`src/rtl/lsu_pkg.sv`:
```
// Shared types, widths and request checking for the load/store unit.
// LSU_SUBWORD_EN adds byte/half accesses and the RMW_WR state.
package lsu_pkg;

  localparam int DATA_W = 32;
  localparam int ADDR_W = 8;
  localparam int WIDX_W = 6;

  typedef enum logic [1:0] {
    SZ_BYTE = 2'd0,
    SZ_HALF = 2'd1,
    SZ_WORD = 2'd2
  } size_e;

`ifdef LSU_SUBWORD_EN
  typedef enum logic [2:0] {IDLE, RD, LD_DONE, RMW_WR, ST_WR} state_e;
`else
  typedef enum logic [2:0] {IDLE, RD, LD_DONE, ST_WR} state_e;
`endif

  // Reserved size and misaligned accesses are rejected before touching memory.
  function automatic logic reqIsErr(input logic [1:0] size, input logic [1:0] addrLo);
    logic err;
    err = 1'b0;
    case (size)
      SZ_WORD: err = (addrLo != 2'b00);
`ifdef LSU_SUBWORD_EN
      SZ_HALF: err = addrLo[0];
      SZ_BYTE: err = 1'b0;
`endif
      default: err = 1'b1;
    endcase
    return err;
  endfunction

endpackage

```
`src/rtl/lsu_if.sv`:
```
// Request/response handshake plus word-memory port of the load/store unit.
interface lsu_if #(
  parameter int DATA_W = 32,
  parameter int ADDR_W = 8
);
  localparam int WIDX_W = ADDR_W - 2;

  logic              req_valid;
  logic              req_ready;
  logic              req_we;
  logic [1:0]        req_size;
  logic              req_signed;
  logic [ADDR_W-1:0] req_addr;
  logic [DATA_W-1:0] req_wdata;
  logic              resp_valid;
  logic [DATA_W-1:0] resp_data;
  logic              resp_err;
  logic [WIDX_W-1:0] mem_address;
  logic [DATA_W-1:0] mem_write_data;
  logic              mem_we2;
  logic [DATA_W-1:0] mem_read_data;

  modport slave (
    input  req_valid, req_we, req_size, req_signed, req_addr, req_wdata, mem_read_data,
    output req_ready, resp_valid, resp_data, resp_err, mem_address, mem_write_data, mem_we2
  );

  modport master (
    output req_valid, req_we, req_size, req_signed, req_addr, req_wdata, mem_read_data,
    input  req_ready, resp_valid, resp_data, resp_err, mem_address, mem_write_data, mem_we2
  );

endinterface

```
`src/rtl/lsu_lane_align.sv`:
```
// Little-endian lane extraction for loads and lane merge for stores.
// Without LSU_SUBWORD_EN only whole words pass through.
module lsu_lane_align
  import lsu_pkg::*;
(
  input  logic [1:0]        size_i,
  input  logic [1:0]        addrLo_i,
  input  logic              sgnExt_i,
  input  logic [DATA_W-1:0] rdata_i,
  input  logic [DATA_W-1:0] wdata_i,
  output logic [DATA_W-1:0] loadData_o,
  output logic [DATA_W-1:0] storeData_o
);

`ifdef LSU_SUBWORD_EN
  logic [7:0]  byteLane;
  logic [15:0] halfLane;

  always_comb begin
    byteLane    = rdata_i[{addrLo_i, 3'b000} +: 8];
    halfLane    = rdata_i[{addrLo_i[1], 4'b0000} +: 16];
    loadData_o  = rdata_i;
    storeData_o = wdata_i;
    case (size_i)
      SZ_BYTE: begin
        loadData_o  = {{24{sgnExt_i & byteLane[7]}}, byteLane};
        storeData_o = rdata_i;
        storeData_o[{addrLo_i, 3'b000} +: 8] = wdata_i[7:0];
      end
      SZ_HALF: begin
        loadData_o  = {{16{sgnExt_i & halfLane[15]}}, halfLane};
        storeData_o = rdata_i;
        storeData_o[{addrLo_i[1], 4'b0000} +: 16] = wdata_i[15:0];
      end
      default: begin
        loadData_o  = rdata_i;
        storeData_o = wdata_i;
      end
    endcase
  end
`else
  logic unusedLaneCtrl;

  assign unusedLaneCtrl = ^{size_i, addrLo_i, sgnExt_i};
  assign loadData_o     = rdata_i;
  assign storeData_o    = wdata_i;
`endif

endmodule

```
`src/rtl/load_store_unit.sv`:
```
// Load/store unit: one request at a time against a word memory with 1-cycle reads.
// LSU_SUBWORD_EN enables byte/half loads and read-modify-write stores.
module load_store_unit
  import lsu_pkg::*;
#(
  parameter int DATA_W = lsu_pkg::DATA_W,
  parameter int ADDR_W = lsu_pkg::ADDR_W
) (
  input logic  clk,
  input logic  reset,
  lsu_if.slave bus
);

  state_e            state_q;
  logic              we_q;
  logic              signed_q;
  logic [1:0]        size_q;
  logic [ADDR_W-1:0] addr_q;
  logic [DATA_W-1:0] wdata_q;
  logic              errPend_q;
  logic              respValid_q;
  logic              respErr_q;
  logic [DATA_W-1:0] respData_q;

  logic              accept;
  logic              reqErr;
  logic              wrState;
  logic [DATA_W-1:0] loadData;
  logic [DATA_W-1:0] storeData;

  assign bus.req_ready = (state_q == IDLE);
  assign accept        = bus.req_valid && bus.req_ready;
  assign reqErr        = reqIsErr(bus.req_size, bus.req_addr[1:0]);

`ifdef LSU_SUBWORD_EN
  assign wrState = (state_q == ST_WR) || (state_q == RMW_WR);
`else
  assign wrState = (state_q == ST_WR);
`endif

  // Gating with reset kills an in-flight write the moment reset falls.
  assign bus.mem_we2        = reset && we_q && wrState;
  assign bus.mem_address    = (state_q == IDLE) ? '0 : addr_q[ADDR_W-1:2];
  assign bus.mem_write_data = wrState ? storeData : '0;

  assign bus.resp_valid = respValid_q;
  assign bus.resp_err   = respErr_q;
  assign bus.resp_data  = respData_q;

  lsu_lane_align u_align (
    .size_i      (size_q),
    .addrLo_i    (addr_q[1:0]),
    .sgnExt_i    (signed_q),
    .rdata_i     (bus.mem_read_data),
    .wdata_i     (wdata_q),
    .loadData_o  (loadData),
    .storeData_o (storeData)
  );

  // Rejected requests stay in IDLE; errPend_q delays their response by one edge.
  always_ff @(posedge clk or negedge reset) begin
    if (!reset) begin
      state_q     <= IDLE;
      we_q        <= 1'b0;
      signed_q    <= 1'b0;
      size_q      <= 2'd0;
      addr_q      <= '0;
      wdata_q     <= '0;
      errPend_q   <= 1'b0;
      respValid_q <= 1'b0;
      respErr_q   <= 1'b0;
      respData_q  <= '0;
    end else begin
      respValid_q <= 1'b0;
      errPend_q   <= 1'b0;
      if (errPend_q) begin
        respValid_q <= 1'b1;
        respErr_q   <= 1'b1;
        respData_q  <= '0;
      end
      case (state_q)
        IDLE: begin
          if (accept) begin
            we_q     <= bus.req_we;
            signed_q <= bus.req_signed;
            size_q   <= bus.req_size;
            addr_q   <= bus.req_addr;
            wdata_q  <= bus.req_wdata;
            if (reqErr) begin
              errPend_q <= 1'b1;
            end else if (bus.req_we && (bus.req_size == SZ_WORD)) begin
              state_q <= ST_WR;
            end else begin
              state_q <= RD;
            end
          end
        end
`ifdef LSU_SUBWORD_EN
        RD: state_q <= we_q ? RMW_WR : LD_DONE;
        RMW_WR: begin
          state_q     <= IDLE;
          respValid_q <= 1'b1;
          respErr_q   <= 1'b0;
          respData_q  <= '0;
        end
`else
        RD: state_q <= LD_DONE;
`endif
        LD_DONE: begin
          state_q     <= IDLE;
          respValid_q <= 1'b1;
          respErr_q   <= 1'b0;
          respData_q  <= loadData;
        end
        ST_WR: begin
          state_q     <= IDLE;
          respValid_q <= 1'b1;
          respErr_q   <= 1'b0;
          respData_q  <= '0;
        end
        default: state_q <= IDLE;
      endcase
    end
  end

endmodule

```
`src/flat_wrapper.sv`:
```
// flat-port wrapper written by rule: the top's interface ports become plain ports
module load_store_unit_flat import lsu_pkg::*;
#(
  parameter int DATA_W = lsu_pkg::DATA_W,
  parameter int ADDR_W = lsu_pkg::ADDR_W
)
  (clk, reset, bus_req_valid, bus_req_we, bus_req_size, bus_req_signed, bus_req_addr, bus_req_wdata, bus_mem_read_data, bus_req_ready, bus_resp_valid, bus_resp_data, bus_resp_err, bus_mem_address, bus_mem_write_data, bus_mem_we2);
  lsu_if #(.DATA_W(DATA_W), .ADDR_W(ADDR_W)) bus_i ();
  input logic clk;
  input logic reset;
  input wire logic [$bits(bus_i.req_valid)-1:0] bus_req_valid;
  input wire logic [$bits(bus_i.req_we)-1:0] bus_req_we;
  input wire logic [$bits(bus_i.req_size)-1:0] bus_req_size;
  input wire logic [$bits(bus_i.req_signed)-1:0] bus_req_signed;
  input wire logic [$bits(bus_i.req_addr)-1:0] bus_req_addr;
  input wire logic [$bits(bus_i.req_wdata)-1:0] bus_req_wdata;
  input wire logic [$bits(bus_i.mem_read_data)-1:0] bus_mem_read_data;
  output wire logic [$bits(bus_i.req_ready)-1:0] bus_req_ready;
  output wire logic [$bits(bus_i.resp_valid)-1:0] bus_resp_valid;
  output wire logic [$bits(bus_i.resp_data)-1:0] bus_resp_data;
  output wire logic [$bits(bus_i.resp_err)-1:0] bus_resp_err;
  output wire logic [$bits(bus_i.mem_address)-1:0] bus_mem_address;
  output wire logic [$bits(bus_i.mem_write_data)-1:0] bus_mem_write_data;
  output wire logic [$bits(bus_i.mem_we2)-1:0] bus_mem_we2;
  assign bus_i.req_valid = bus_req_valid;
  assign bus_i.req_we = bus_req_we;
  assign bus_i.req_size = bus_req_size;
  assign bus_i.req_signed = bus_req_signed;
  assign bus_i.req_addr = bus_req_addr;
  assign bus_i.req_wdata = bus_req_wdata;
  assign bus_i.mem_read_data = bus_mem_read_data;
  assign bus_req_ready = bus_i.req_ready;
  assign bus_resp_valid = bus_i.resp_valid;
  assign bus_resp_data = bus_i.resp_data;
  assign bus_resp_err = bus_i.resp_err;
  assign bus_mem_address = bus_i.mem_address;
  assign bus_mem_write_data = bus_i.mem_write_data;
  assign bus_mem_we2 = bus_i.mem_we2;
  load_store_unit #(.DATA_W(DATA_W), .ADDR_W(ADDR_W)) u_core (.clk(clk), .reset(reset), .bus(bus_i));
endmodule
```
`config.mk`:
```
export PLATFORM = sky130hd
export DESIGN_NAME = load_store_unit_flat
export DESIGN_NICKNAME = d
export VERILOG_FILES = /design/src/rtl/lsu_pkg.sv /design/src/rtl/lsu_if.sv /design/src/rtl/lsu_lane_align.sv /design/src/rtl/load_store_unit.sv /design/src/flat_wrapper.sv
export SDC_FILE = /design/constraint.sdc
export NUM_CORES = 1
export LEC_CHECK = 0
export BUFFER_PORTS_ARGS = -buffer_cell sky130_fd_sc_hd__clkbuf_2
export CAP_MARGIN = 25
export CORE_ASPECT_RATIO = 0.5
export CORE_UTILIZATION = 49
export CTS_CLUSTER_DIAMETER = 60
export DETAILED_ROUTE_END_ITERATION = 10
export GPL_ROUTABILITY_DRIVEN = 0
export HOLD_SLACK_MARGIN = 0.08
export PLACE_DENSITY = 0.86
export SLEW_MARGIN = 30
export SYNTH_ARGS = -nofsm -noshare
export SYNTH_HDL_FRONTEND = slang
export SYNTH_SLANG_ARGS = --single-unit
```
`constraint.sdc`:
```
create_clock -name clk -period 4.7 [get_ports clk]
set_clock_uncertainty 0.1 [all_clocks]
set_input_delay 0.47 -clock clk [delete_from_list [all_inputs] [get_ports clk]]
set_output_delay 0.47 -clock clk [all_outputs]
set_load 0.02 [all_outputs]
```
==> results.json, run 1 <==
{
  "cp_cell_sequence": "nor3b_4 -> buf_4 -> mux2_2",
  "p_sw_uw": 337,
  "synth_top_area_share_pct": 62.0,
  "drv_slew": 0,
  "first_pass_iters": 4,
  "path_max_fanout": 40,
  "grt_antenna_before_repair": 0,
  "track_usage_pct": 21.8,
  "clkSlewWorstSetupHoldPaths_ns": 0.05,
  "ys.flop_type": "dfrtp_1",
  "grt_pass1_vias": 2338,
  "finalSetupTns_ns": 0,
  "core_um2": 5750,
  "combPwrFrac_pct": 10.3,
  "post-route-period-util_pct": 52.4,
  "area_delta_synth_final_pct": 34.5,
  "setup_slack_ns": 2.24,
  "root_buffer": "clkbuf_16",
  "cts-resized-gates": 0,
  "fp.dieW_um": 114,
  "ys_top_cells_by_area": "dfrtp_1 62%, mux2_2 12%, a22o_1 9.1%, and3_1 6.5%, mux2_1 2.6%",
  "internal-power_uw": 1200,
  "pre_cts_ws_ns": 2.01,
  "grt_pass1_wl_um": 10800,
  "die-height_um": 57.9,
  "clock_path_buffers": 2,
  "io_buffers": 151,
  "synth.cell_area_um2": 3070,
  "pin_count": 153,
  "ys_warn_count": 0,
  "dieArea_um2": 6600,
  "grt_max_degree": 78,
  "vdd_drop_max_mv": 0.243,
  "pwr-share-clk_pct": 41.8,
  "yosysTopAreaCell": "dfrtp_1",
  "avgSynthCellArea_um2": 14.1,
  "cpMaxStageDelayCell": "nor3b_4",
  "avgViaCountPerCell": 5.09,
  "cts_setup_buffers": 0,
  "slowest_delay_ns": 0.78,
  "finalSetupViolations": 0,
  "worstPathArrival_ns": 2.56,
  "routedWlPerCell_um": 15.4,
  "outcome": "completed",
  "grt_overflow": 0,
  "final_antenna_net_count": 0,
  "max_freq_mhz": 406,
  "clock_latency_ns": 0.32,
  "start_util_pct": 53.3,
  "h-tree-depth": 3,
  "diodes": 0,
  "path_class": "register to register",
  "timing.slew.headroom_pct": 44.7,
  "syn_inst": 218,
  "yosysSeqAreaShare_pct": 62.0,
  "ctsHoldBuffers": 0,
  "synthArstFlopShare_pct": 100,
  "tritoncts": "built",
  "worst_pin_slew_ns": 0.828,
  "numCtsBuffers": 9,
  "cp-start-kind": "register",
  "wirelength_um": 6910,
  "stdcell_area_um2": 4120,
  "synth-edff-count": 0,
  "dp_hpwl_um": 4680,
  "dr_total_vias": 2281,
  "rows": 19,
  "cap_violations": 0,
  "synth.distinct_cells": 17,
  "period_needed_ns": 2.46,
  "ys_ff_latch": 76,
  "swShare_pct": 21.9,
  "powerDensity_nw_per_um2": 373,
  "required_ns": 4.80,
  "end_kind": "register",
  "total_power_uw": 1540,
  "drc": 0,
  "dpl_cell_area_um2": 3840,
  "synth_nets": 297,
  "seqPwrFrac_pct": 48.0,
  "rsz0062_at_grt": "no",
  "hold_class": "input port to asynchronous set/reset pin",
  "drive_above_1_share_pct": 55.5,
  "clock-sinks": 76,
  "hold_ws_ns": 0.0757,
  "p_leak_uw": 0.00226,
  "finalNetCount": 441,
  "hold_viol": 0,
  "drtIter0Drc": 100
}
[cell usage in the layout, fill, tap and decap left out, drive strengths merged, types with 2 or more instances in the layout]
cell type  Yosys  final
mux2          39     39
clkbuf        10    160
and3          32     32
dfrtp         76     76
nor2b          8      8
a22o          32     32
nor2           4      4
buf            9      2
inv            2      2
clkinv         0      2
[power by group through the flow]
stage	Clock, uW	Combinational (uW)	Sequential (uW)
after floorplan	0	81.1	753
after global placement	0	151	743
after detailed placement	0	159	748
after CTS	655	161	738
after global routing	686	173	745
final	643	158	739
[routing by layer]
metal / part of all wire [%] / track usage [%]
met1: 40 / 23.3
met4: 1.5 / 8.72
met5: 0 / 0
met3: 3.5 / 5.75
met2: 55 / 41.9
[Yosys cell counts (2+ instances only)]
master	number
clkbuf_1	10
mux2_1	7
nor2_1	4
nor2b_1	8
a22o_1	32
dfrtp_1	76
and3_1	32
buf_6	5
buf_2	4
inv_1	2
mux2_2	32
[critical path: cells and delay by family, from the launching register on]
kind | cells | cell delay, ns
and+or+nand+nor | 1 | 0.78
buffers and inverters | 1 | 0.43
DFF | 1 | 0.64
muxes | 1 | 0.38
[worst paths after layout]
path / cells after the start / slack [ns] / from / to
max in group asynchronous: 1 / 3.94 / reset / u_core.state_q[0]
worst min register to register: 1 / 0.38 / u_core.wdata_q[10] / u_core.wdata_q[10]
worst max-delay path: 3 / 2.24 / u_core.state_q[1] / u_core.wdata_q[5]
worst max register to register: 3 / 2.24 / u_core.state_q[1] / u_core.wdata_q[5]
worst min-delay path: 1 / 0.08 / reset / u_core.addr_q[2]
min in group clk: 2 / 0.27 / bus_mem_read_data[26] / u_core.bus.resp_data[26]
[logic make-up after synthesis]
group | count (synthesis) | synth area share [%]
DFF | 76 | 62.0
and+or+nand+nor | 49 | 10.3
muxes | 39 | 14.3
AOI/OAI and AO/OA | 33 | 9.35
buffers and inverters | 21 | 3.96
[final cells by class]
class                      count  area (um^2)
clock buffer                  10          239
clock inverter                 3         40.0
fill                         432         1630
inverter                       2         7.51
multi-input combinational    121         1060
sequential                    76         1900
tap                           84          105
timing repair buffer         152          769
[flip-flops by register name (all words and copies together), names as in the netlist]
signal and cells:
u_core.wdata_q 32, u_core.addr_q 6, u_core.state_q 2, u_core.bus.resp_err 1, u_core.we_q 1, u_core.errPend_q 1
u_core.bus.resp_data 32, u_core.bus.resp_valid 1
[per-stage QoR]
stage | utilization [%] | cells
6_report | 71.7 | 448
5_1_grt | 71.7 | 448
4_1_cts | 71.6 | 448
3_5_place_dp | 66.7 | 435
2_1_floorplan | - | 218
3_3_place_gp | 66.5 | 435
No activity file was read; power rests on OpenSTA's default activity.
==> inputs of run 2 (changes only) <==
--- a/config.mk
+++ b/config.mk
@@ -8,12 +8,12 @@
 export BUFFER_PORTS_ARGS = -buffer_cell sky130_fd_sc_hd__clkbuf_2
 export CAP_MARGIN = 25
 export CORE_ASPECT_RATIO = 0.5
-export CORE_UTILIZATION = 49
+export CORE_UTILIZATION = 41
 export CTS_CLUSTER_DIAMETER = 60
 export DETAILED_ROUTE_END_ITERATION = 10
 export GPL_ROUTABILITY_DRIVEN = 0
 export HOLD_SLACK_MARGIN = 0.08
-export PLACE_DENSITY = 0.86
+export PLACE_DENSITY = 0.77
 export SLEW_MARGIN = 30
 export SYNTH_ARGS = -nofsm -noshare
 export SYNTH_HDL_FRONTEND = slang
==> constraint.sdc (replaced) <==
create_clock -name clk -period 2.2 [get_ports clk]
set_clock_uncertainty 0.1 [all_clocks]
set_input_delay 0.22 -clock clk [delete_from_list [all_inputs] [get_ports clk]]
set_output_delay 0.22 -clock clk [all_outputs]
set_load 0.02 [all_outputs]
==> run 2 against run 1 <==
Net effect:
- non-clock buffer count up 81
- critical path depth up 1
- final cell count is 21% higher
- cell area increased by 20%
- critical path type is now register to output pin
- highest routed layer unchanged
- largest cell class unchanged
==> results.json, run 2 (synthesis results as in run 1) <==
{
  "outcome": "completed",
  "worstPathArrival_ns": 1.76,
  "first_pass_iters": 4,
  "drtIter0Drc": 140,
  "grt_antenna_before_repair": 0,
  "finalSetupTns_ns": 0,
  "setup_slack_ns": 0.117,
  "rsz0062_at_grt": "no",
  "diodes": 0,
  "worst_pin_slew_ns": 0.464,
  "tritoncts": "built",
  "dp_hpwl_um": 5110,
  "post-route-period-util_pct": 94.7,
  "multi_input_area_um2": 1050,
  "hold_class": "input port to register",
  "routedWlPerCell_um": 16.4,
  "vdd_drop_max_mv": 0.483,
  "fp.dieW_um": 124,
  "p_leak_uw": 0.00261,
  "route.met2.wl_um": 4890,
  "die-height_um": 63.1,
  "cp_cell_sequence": "buf_4 -> nor2_1 -> nor2b_1 -> clkbuf_2",
  "wirelength_um": 8850,
  "track_usage_pct": 23.3,
  "grt_overflow": 0,
  "cpMaxStageDelayCell": "dfrtp_1",
  "total_power_uw": 3460,
  "highest_layer": "met4",
  "area_delta_synth_final_pct": 60.9,
  "wl_met3_um": 311,
  "max_freq_mhz": 480,
  "core_um2": 6960,
  "required_ns": 1.88,
  "drive_above_1_share_pct": 47.1,
  "avgViaCountPerCell": 4.95,
  "hold_viol": 0,
  "dpl_cell_area_um2": 3910,
  "stdcell_area_um2": 4930,
  "grt_pass1_vias": 2878,
  "rows": 21,
  "period_needed_ns": 2.08,
  "clock_path_buffers": 2,
  "finalSetupViolations": 0,
  "cp-start-kind": "register",
  "start_util_pct": 44.0,
  "layout.cells.most_common": "clkbuf_2",
  "wl_met1_um": 3320,
  "io_buffers": 151,
  "clock-sinks": 76,
  "grt_pass1_wl_um": 14200,
  "cts-resized-gates": 0,
  "end_kind": "output pin",
  "h-tree-depth": 3,
  "drv_slew": 0,
  "timing.slew.headroom_pct": 69.0,
  "numCtsBuffers": 9,
  "dieArea_um2": 7850,
  "fill_cells": 480,
  "path_max_fanout": 14,
  "final_antenna_net_count": 0,
  "final_cell_mix": "150 x clkbuf_2, 76 x dfrtp_1, 73 x dlygate4sd3_1",
  "root_buffer": "clkbuf_16",
  "slowest_delay_ns": 0.52,
  "pre_cts_ws_ns": 0.503,
  "drc": 0,
  "path_class": "register to output pin",
  "dr_total_vias": 2673,
  "regArea_um2": 1900,
  "powerDensity_nw_per_um2": 701,
  "finalNetCount": 522,
  "cap_violations": 0,
  "clkSlewWorstSetupHoldPaths_ns": 0.05,
  "grt_max_degree": 36,
  "clock_latency_ns": 0.32,
  "pin_count": 153
}
## run 2: cell count changes in the layout (fill, tap and decap cells not counted), moves of 2 or more
cell and change:
buf_4 +8, dlygate4sd3_1 +73, dfrtp_1 +2, dfrtp_2 -2
clkinvlp_4 +3
## run 2: worst paths after layout
path,from,end,slack (ns),cells after the start
max,u_core.state_q[1],bus_mem_address[0],0.12,4
min,bus_req_addr[0],u_core.state_q[0],0.11,3
max reg2reg,u_core.state_q[1],u_core.bus.resp_data[16],0.54,4
min reg2reg,u_core.wdata_q[11],u_core.wdata_q[11],0.38,1
max in group asynchronous,reset,u_core.wdata_q[27],1.09,3
min in group asynchronous,reset,u_core.wdata_q[11],0.22,2
## run 2: layout make-up
class                      instances  area share, %
inverter                           2          0.152
timing repair buffer             233           31.8
clock buffer                       9           4.57
tap                               92           2.33
clock inverter                     7           1.37
sequential                        76           38.5
multi-input combinational        121           21.2
## run 2: metal layers
| layer | vias up | track usage [%] |
|---|---|---|
| met3 | 34 | 5.44 |
| li1 | 1237 | - |
| met2 | 86 | 43.3 |
| met4 | 0 | 13.4 |
| met5 | - | 0 |
| met1 | 1316 | 24.4 |
## run 2: report_power, final
part | internal (uW) | total, uW | switching (uW) | leakage, uW
combinational | 265 | 466 | 201 | 0.00151
sequential | 1510 | 1580 | 62.0 | 0.000958
clock | 870 | 1420 | 549 | 0.000137
total | 2650 | 3460 | 812 | 0.00261
## run 2: what timing repair did
item	4_1_cts	5_1_grt
hold buffers	73	0
endpoints found under the setup margin	0	0
buffers inserted	0	0
endpoints found under the hold margin	148	0
## run 2: metrics by stage
stage	utilization, %	hold WS, ns	instances
6_report	70.9	0.108	540
5_1_grt	70.9	0.126	540
4_1_cts	70.9	0.0973	540
3_5_place_dp	56.2	0.00507	451
3_3_place_gp	56.2	-0.0000380	451
2_1_floorplan	-	-0.176	218
## run 2: critical path, delay by kind of cell, from the launching register on
family                 cells  cell delay (ns)
buffers and inverters      2             0.42
AND/OR/NAND/NOR            2             0.49
flip-flops                 1             0.52
==> inputs of run 3 (changes only) <==
--- a/config.mk
+++ b/config.mk
@@ -14,6 +14,7 @@
 export GPL_ROUTABILITY_DRIVEN = 0
 export HOLD_SLACK_MARGIN = 0.08
 export PLACE_DENSITY = 0.77
+export REMOVE_ABC_BUFFERS = 1
 export SLEW_MARGIN = 30
 export SYNTH_ARGS = -nofsm -noshare
 export SYNTH_HDL_FRONTEND = slang
==> run 3 against run 2 <==
Net effect:
- non-clock buffer count down 2
- critical path type unchanged
- largest cell class unchanged
- clock-buffer cell count grew 6
- final cell count shrank 0.37%
==> results.json, run 3 (synthesis results as in run 1) <==
{
  "ctsHoldBuffers": 72,
  "tritoncts": "built",
  "cpMaxStageDelayCell": "dfrtp_1",
  "dr_total_vias": 2653,
  "clock-sinks": 76,
  "fp.dieW_um": 124,
  "clock_path_buffers": 2,
  "avgViaCountPerCell": 4.93,
  "pin_count": 153,
  "crit_buf_inv": 2,
  "total_power_uw": 3390,
  "grt_pass1_vias": 2785,
  "layout.cells.most_common": "clkbuf_2",
  "grt_overflow": 0,
  "hold_viol": 0,
  "path_depth": 4,
  "die-height_um": 63.1,
  "finalNetCount": 520,
  "finalSetupViolations": 0,
  "track_usage_pct": 22.3,
  "clkSlewWorstSetupHoldPaths_ns": 0.06,
  "grt_max_degree": 77,
  "diodes": 0,
  "cap_violations": 0,
  "cp_cell_sequence": "buf_4 -> nor2_1 -> nor2b_1 -> clkbuf_2",
  "drc": 0,
  "wirelength_um": 8330,
  "worst_pin_slew_ns": 0.650,
  "io_buffers": 151,
  "hold_ws_ns": 0.122,
  "numCtsBuffers": 9,
  "rsz0062_at_grt": "no",
  "grt_antenna_before_repair": 0,
  "slowest_delay_ns": 0.40,
  "cp-start-kind": "register",
  "max_freq_mhz": 500,
  "final_cell_mix": "150 x clkbuf_2, 76 x dfrtp_1, 73 x dlygate4sd3_1",
  "path_class": "register to output pin",
  "outcome": "completed",
  "period_needed_ns": 2.00,
  "p_leak_uw": 0.00260,
  "h-tree-depth": 3,
  "cts-resized-gates": 0,
  "post-route-period-util_pct": 90.8,
  "end_kind": "output pin",
  "clock_latency_ns": 0.33,
  "path_max_fanout": 36,
  "routedWlPerCell_um": 15.5,
  "timing.slew.headroom_pct": 56.7,
  "root_buffer": "clkbuf_16",
  "powerDensity_nw_per_um2": 691,
  "area_delta_synth_final_pct": 60.2,
  "drv_slew": 0,
  "hold_class": "input port to register",
  "required_ns": 1.88,
  "grt_pass1_wl_um": 13500,
  "rows": 21,
  "first_pass_iters": 4,
  "worstPathArrival_ns": 1.68,
  "min_path_cells": 3,
  "core_um2": 6960,
  "vdd_drop_max_mv": 0.369,
  "dp_hpwl_um": 4770,
  "drive_above_1_share_pct": 46.2,
  "drtIter0Drc": 118,
  "dieArea_um2": 7850,
  "cts_setup_buffers": 0,
  "cpLargestDelayFamily": "simple AND/OR/NAND/NOR gates",
  "final_antenna_net_count": 0,
  "r2r_cells": 3,
  "start_util_pct": 44.0
}
[run 3: cell types whose count changed in the layout (fill, tap and decap cells not counted), sizes merged]
cell / delta
buf: -2
clkinv: -2
clkbuf: +6
clkinvlp: -3
bufinv: -1
[run 3: stage by stage]
stage	cell area [um^2]	instances	setup slack (ns)	util (%)	TNS, ns
6_report	4910	538	0.202	70.5	0
4_1_cts	4900	537	0.260	70.4	0
3_3_place_gp	3890	449	0.578	55.9	0
2_1_floorplan	2950	199	-0.216	-	-12.76
3_5_place_dp	3890	449	0.532	55.9	0
5_1_grt	4910	538	0.103	70.5	0
[run 3: layer usage]
metal	part of all wire, %	global-route usage (%)	up-vias
met5	0	0	-
met4	2.7	10.4	0
met3	4.0	5.61	22
met2	54	41.3	79
met1	39	24.1	1318
li1	-	-	1234
[run 3: path summary, 6_finish.rpt]
check | start | endpoint | slack, ns
max | u_core.state_q[0] | bus_mem_address[1] | 0.20
min | bus_req_addr[0] | u_core.state_q[0] | 0.12
max reg2reg | u_core.state_q[0] | u_core.wdata_q[12] | 0.52
min reg2reg | u_core.wdata_q[20] | u_core.wdata_q[20] | 0.38
max in group asynchronous | reset | u_core.wdata_q[25] | 1.08
min in group asynchronous | reset | u_core.state_q[0] | 0.49
[run 3: power breakdown]
part	internal [uW]	switching, uW
logic	264	201
registers	1510	57.5
clock network	855	504
total	2630	762
[run 3: layout make-up]
| class | count | area [um^2] |
|---|---|---|
| multi-input combinational | 121 | 1050 |
| clock buffer | 15 | 278 |
| inverter | 2 | 7.51 |
| fill | 468 | 2050 |
| tap | 92 | 115 |
| clock inverter | 1 | 5.00 |
| sequential | 76 | 1900 |
| timing repair buffer | 231 | 1560 |
[run 3: tightest hold or removal path: cells and delay by family]
family	cells	cell delay [ns]
buf+inv	1	0.08
simple gates	2	0.21
